[config.mk]
export PLATFORM = sky130hd
export DESIGN_NAME = aftab_adder_sequencer
export DESIGN_NICKNAME = d
export VERILOG_FILES = /design/src/rtl/aftab_adder_sequencer_pkg.sv /design/src/rtl/aftab_adder.sv /design/src/rtl/aftab_adder_sequencer.sv
export SDC_FILE = /design/constraint.sdc
export NUM_CORES = 1
export LEC_CHECK = 0
export ABC_CLOCK_PERIOD_IN_PS = 2400
export BUFFER_PORTS_ARGS = -buffer_cell sky130_fd_sc_hd__buf_4
export CAP_MARGIN = 10
export CORE_ASPECT_RATIO = 1.75
export CORE_UTILIZATION = 45
export CTS_CLUSTER_DIAMETER = 120
export DETAILED_ROUTE_END_ITERATION = 7
export PLACE_DENSITY = 0.69
export SKIP_CTS_REPAIR_TIMING = 1
export SYNTH_ARGS = -nofsm -noshare
export SYNTH_HDL_FRONTEND = slang
export SYNTH_SLANG_ARGS = --single-unit
[constraint.sdc]
create_clock -name clk -period 2.4 [get_ports clk]
set_input_delay 0.12 -clock clk [delete_from_list [all_inputs] [get_ports clk]]
set_output_delay 0.12 -clock clk [all_outputs]
set_load 0.005 [all_outputs]
[src/rtl/aftab_adder_sequencer_pkg.sv]
// aftab_adder_sequencer_pkg
//   Shared types and helpers for the chunked add/subtract sequencer.
//   state_e : sequencer FSM states (IDLE, RUN, DONE)
//   clog2   : width of the chunk counter for a given chunk count
package aftab_adder_sequencer_pkg;

   typedef enum logic [1:0] {
      IDLE = 2'b00,
      RUN  = 2'b01,
      DONE = 2'b10
   } state_e;

   // Minimum of 1 so a counter is always at least one bit wide.
   function automatic int unsigned clog2(input int unsigned n);
      int unsigned r;
      r = 0;
      for (int unsigned i = 0; i < 32; i++) begin
         if ((32'd1 << i) < n) r = i + 1;
      end
      return (r == 0) ? 1 : r;
   endfunction

endpackage

[src/rtl/aftab_adder.sv]
// aftab_adder
//   Combinational size-bit ripple adder with carry in/out.
//   Cin  : carry in
//   A, B : size-bit addends
//   S    : size-bit sum
//   Cout : carry out of the top bit
module aftab_adder #(
   parameter int unsigned size = 32
) (
   input  logic            Cin,
   input  logic [size-1:0] A,
   input  logic [size-1:0] B,
   output logic [size-1:0] S,
   output logic            Cout
);

   logic [size:0] full;

   always_comb begin
      full = {1'b0, A} + {1'b0, B} + {{size{1'b0}}, Cin};
   end

   assign S    = full[size-1:0];
   assign Cout = full[size];

endmodule

[src/rtl/aftab_adder_sequencer.sv]
// aftab_adder_sequencer
//   Multi-cycle WIDTH-bit A+B / A-B built from one CHUNK-bit aftab_adder,
//   processing WIDTH/CHUNK chunks least-significant first with the carry
//   registered between chunks. WIDTH must be a multiple of CHUNK and
//   WIDTH/CHUNK must be at least 2.
//   clk, rst : clock (rising edge), synchronous active-high reset
//   start    : request, accepted in IDLE or DONE
//   sub      : 0 = A+B, 1 = A-B (sampled with start)
//   opA, opB : operands (sampled with start)
//   busy     : high while chunks are being processed
//   done     : one-cycle pulse, result/cout/ovf valid from this cycle on
//   result   : sum or difference, held until the next accepted start
//   cout     : final carry out (for sub, 1 means no borrow)
//   ovf      : signed overflow of the full-width operation
import aftab_adder_sequencer_pkg::*;

module aftab_adder_sequencer #(
   parameter int unsigned WIDTH = 32,
   parameter int unsigned CHUNK = 8
) (
   input  logic             clk,
   input  logic             rst,
   input  logic             start,
   input  logic             sub,
   input  logic [WIDTH-1:0] opA,
   input  logic [WIDTH-1:0] opB,
   output logic             busy,
   output logic             done,
   output logic [WIDTH-1:0] result,
   output logic             cout,
   output logic             ovf
);

   localparam int unsigned NCHUNK = WIDTH / CHUNK;
   localparam int unsigned CW     = clog2(NCHUNK);

   state_e           state_q,  state_d;
   logic [WIDTH-1:0] a_q,      a_d;
   logic [WIDTH-1:0] b_q,      b_d;
   logic             sub_q,    sub_d;
   logic             carry_q,  carry_d;
   logic [CW-1:0]    cnt_q,    cnt_d;
   logic [WIDTH-1:0] result_q, result_d;
   logic             cout_q,   cout_d;
   logic             ovf_q,    ovf_d;

   logic [CHUNK-1:0] b_eff;
   logic [CHUNK-1:0] sum;
   logic             co;

   // Operand registers are shifted right each RUN cycle, so the active
   // chunk is always the low CHUNK bits.
   assign b_eff = b_q[CHUNK-1:0] ^ {CHUNK{sub_q}};

   aftab_adder #(.size(CHUNK)) u_adder (
      .Cin  (carry_q),
      .A    (a_q[CHUNK-1:0]),
      .B    (b_eff),
      .S    (sum),
      .Cout (co)
   );

   always_comb begin
      state_d  = state_q;
      a_d      = a_q;
      b_d      = b_q;
      sub_d    = sub_q;
      carry_d  = carry_q;
      cnt_d    = cnt_q;
      result_d = result_q;
      cout_d   = cout_q;
      ovf_d    = ovf_q;

      case (state_q)
         IDLE, DONE: begin
            if (start) begin
               a_d     = opA;
               b_d     = opB;
               sub_d   = sub;
               carry_d = sub;   // +1 of the two's complement for A-B
               cnt_d   = '0;
               state_d = RUN;
            end else begin
               state_d = IDLE;
            end
         end
         RUN: begin
            // Sum chunks enter from the top; after NCHUNK shifts chunk 0
            // has reached the bottom and the result is in place.
            result_d = {sum, result_q[WIDTH-1:CHUNK]};
            a_d      = a_q >> CHUNK;
            b_d      = b_q >> CHUNK;
            carry_d  = co;
            // cout/ovf are updated every chunk; only the last chunk's
            // values (taken from the operand MSBs) survive to DONE.
            cout_d   = co;
            ovf_d    = (a_q[CHUNK-1] == b_eff[CHUNK-1]) &&
                       (sum[CHUNK-1] != a_q[CHUNK-1]);
            cnt_d    = cnt_q + 1'b1;
            if (cnt_q == CW'(NCHUNK - 1)) state_d = DONE;
         end
         default: state_d = IDLE;
      endcase
   end

   always_ff @(posedge clk) begin
      if (rst) begin
         state_q  <= IDLE;
         a_q      <= '0;
         b_q      <= '0;
         sub_q    <= 1'b0;
         carry_q  <= 1'b0;
         cnt_q    <= '0;
         result_q <= '0;
         cout_q   <= 1'b0;
         ovf_q    <= 1'b0;
      end else begin
         state_q  <= state_d;
         a_q      <= a_d;
         b_q      <= b_d;
         sub_q    <= sub_d;
         carry_q  <= carry_d;
         cnt_q    <= cnt_d;
         result_q <= result_d;
         cout_q   <= cout_d;
         ovf_q    <= ovf_d;
      end
   end

   assign busy   = (state_q == RUN);
   assign done   = (state_q == DONE);
   assign result = result_q;
   assign cout   = cout_q;
   assign ovf    = ovf_q;

endmodule

==> results.txt <==
----------------------------------------------------
[Setup path]
  Reg2Reg Depth ... 8
  Highest net fanout along the worst path ... 4
  Register-to-register setup slack ... between 200 and 250 ps
  Required time at the worst-slack endpoint ... about 2700 ps
  End point of the critical path ... carry_q
  Critical Path End Type ... register
  Crit path launch type ... register
  CP startpoint ... b_q[0]
  Reg-to-reg startpoint ... b_q[0]
  Category of the critical setup timing path ... register to register
  R2R Path End ... carry_q
  Arrival time worst endpoint ... roughly 2500 ps

[STA]
  Setup total negative slack ... 0 ps
  Minimum setup slack in the final design ... 202.5 ps
  Final number of hold-violating endpoints ... 0
  Min Clock Period, post-route ... 2198 ps
  Unrepaired setup endpoints after global routing ... no
  Maximum clock rate ... around 460 MHz
  Slew Viols, Final ... 0
  Slew at the pin closest to its max-slew limit ... 652.4 ps
  Slew margin rel. ... 56.51%
  Setup-failing EPs final ... 0
  Skew final ... about 5.6 ps
  Portion of the clock cycle consumed by the worst path in the final layout ... 91.56%

[Global routing]
  Global routing met2 resource utilization ... between 30% and 40%
  Global-route wire length before repair ... 17,320 microns
  Grt peak-use layer ... met2
  GRT overflow ... 0
  Number of antenna violations at the first check in global routing ... 0
  Total GRT Usage ... between 20% and 30%
  GR Layer Usage met1 ... 24.41%
  Largest net degree at the start of global routing ... 72
  Grt met3 use ... 4.150%
  Via count of the first global-routing pass ... approximately 3,700

[Clock tree]
  Worst-Skew Late Latency ... 350 ps
  Buffer type at the clock tree root ... clkbuf_16
  CTS HTree Levels ... 3
  CTS tree ... built
  Clock-pin slew of the registers on the worst-case setup and hold paths ... 60 ps
  Total CTS buffers ... 9
  Clk sink count ... 104
  Maximum clock insertion buffer count ... 2

[Pwr]
  Static leakage ... 0.002292 uW
  Pwr/cell area ... approximately 700 mW/mm^2
  Maximum vdd drop ... 0.4060 mV
  PnR Total Power ... 3872 uW

[Cells and area]
  Layout-stage area growth over the synthesis result ... 23.02%
  Fraction of layout instances using a drive strength above 1 ... 21.50%
  Final Core Density ... 57.62%
  Number of antenna repair diodes ... 0
  Post-layout nets ... 702
  Most common library cell in the layout ignoring fill and taps ... nand2_1
  Commonest cells after routing, fill and taps aside ... nand2_1, buf_4, dfxtp_1, nor2_1, a311oi_1

[Synthesis]
  Fraction of the mapped netlist area in compound gates ... 19.76%
  Total nets after synthesis ... 627
  Largest family of logic cells by synthesized area ... simple AND/OR/NAND/NOR gates
  Async SR Flop Fraction ... 0%
  Portion of netlist area occupied by mux cells ... 0%
  Post-Syn Area per Cell ... roughly 8.2 sq um
  Number of distinct library cells after synthesis ... 46
  Xor-xnor portion of the synthesized cell area ... roughly 1.6%
  EDFF count, synth ... 0
  Adder and majority gate portion of the synthesized area ... 3.122%
  Share of the yosys chip area belonging to registers ... 46.38%
  Top flip-flop cell by instance count after synthesis ... dfxtp_1
  Post-synthesis cell area ... 0.004489 sq mm
  Gate Count Post-Synth ... 549
  Yosys warnings ... 0
  Count of state elements after synthesis ... 104
  Post-synthesis share of cell area spent on and, or, nand and nor gates ... 23.10%

[Detailed routing]
  Overall routed net length ... ~11,000 microns
  Average routed wire per standard cell ... 14.22 microns
  DR iter-0 viols ... 160
  Remaining routing DRC violations ... 0
  Antenna Nets Post-Route ... 0
  Vias/cell ... 5.379
  Iteration count of the initial detailed-routing pass ... 5
  Total vias in the final route ... between 4,000 and 5,000

[Die]
  IO Count ... 104
  Width of the die ... 77.51 microns
  Std-Cell Core Area ... between 0.009 and 0.01 sq mm
  DIE HEIGHT ... 134.1 microns
  Total Die Area ... between 0.01 and 0.015 sq mm
  Starting density of the core ... 46.83%
  # rows ... 47

[Place]
  Final Wtd Congestion ... between 0.8 and 0.9
  Estimated wirelength of the detail-placed design ... 7303 microns
  DP Worst Slack ... between 100 and 150 ps
  Number of buffer cells added on primary ports ... 103

[Min path]
  Worst min path class ... input pin to register

[Run status]
  Result of the run ... completed

[Flow run]
  MaxCap Viol Count ... 0

----------------------------------------------------
cells in the mapped netlist (all sizes together), types with 2 or more instances:
master / number / area, sq um
nand2: 151 / 566.8
dfxtp: 104 / 2082
nor2: 75 / 289.0
a311oi: 48 / 420.4
buf: 36 / 201.4
a21oi: 31 / 158.9
a22oi: 17 / 127.6
clkbuf: 10 / 37.54
inv: 9 / 33.78
ha: 8 / 100.1
o21ai: 7 / 38.79
xor2: 7 / 61.31
nand3: 5 / 25.02
a211oi: 4 / 35.03
nand2b: 4 / 25.02
nor2b: 3 / 28.78
or4: 3 / 22.52
a21o: 2 / 15.01
a221oi: 2 / 30.03
and3: 2 / 12.51
fa: 2 / 40.04
nor3: 2 / 10.01
nor4b: 2 / 17.52
o211ai: 2 / 15.01
o21a: 2 / 15.01
o311ai: 2 / 17.52
or3: 2 / 12.51
critical path, cell delays in order, from the launching register on:
cell      delay [ps]
dfxtp_1          330
xnor2_1          140
fa_1             400
fa_1             420
nor2b_2          160
o21ai_2           80
a21boi_2         200
o21ai_1          170
a221oi_2         220
flip-flops by register name, summed over array words and instances (netlist names):
register and count:
cnt_q 2, cout 1, sub_q 1, carry_q 1
ovf 1, b_q 32, result 32, a_q 32
state_q 2
kinds of logic (layout without fill, tap and decap cells):
kind of cell | Yosys count | in the layout
AOI/OAI and AO/OA | 119 | 119
xor gates and xnor gates | 8 | 8
adders and majority gates | 10 | 10
buffers and inverters | 55 | 134
DFF | 104 | 104
and+or+nand+nor | 253 | 253
worst min-delay path by stage:
stage	start	end	slack, ps	depth (start not counted)
2_1_floorplan	sub	sub_q	260	2
3_3_place_gp	opA[28]	a_q[28]	370	3
3_5_place_dp	opA[26]	a_q[26]	370	3
4_1_cts	opA[26]	a_q[26]	20	3
5_1_grt	opA[27]	a_q[27]	20	3
6_report	opA[29]	a_q[29]	20	3
per-stage QoR:
stage | instance area (sq um) | std cells | hold slack [ps]
detailed placement | 5264 | 735 | 374.8
finish | 5523 | 750 | 21.84
global placement | 5264 | 735 | 367.3
CTS | 5519 | 750 | 17.00
global route | 5523 | 750 | 23.17
floorplan | 4489 | 549 | 256.0
area by class of cell:
class                           instances  area (sq um)
Clock buffer                           11         232.7
Clock inverter                          4         22.52
Fill cell                             911          4063
Inverter                                9         33.78
Multi-Input combinational cell        390          2148
Sequential cell                       104          2082
Tap cell                              122         152.6
Timing Repair Buffer                  110         850.8
layer usage:
metal / part of all wire [%] / vias up
li1: - / 2053
met1: 39 / 1826
met2: 53 / 128
met3: 4.6 / 27
met4: 3.8 / 0
met5: 0 / -
power breakdown:
part / internal, uW / switching, uW
clock: 692 / 600
sequential: 1850 / 81.4
combinational: 288 / 361
total: 2830 / 1040
Note: power is estimated with default switching activity, not from simulation.
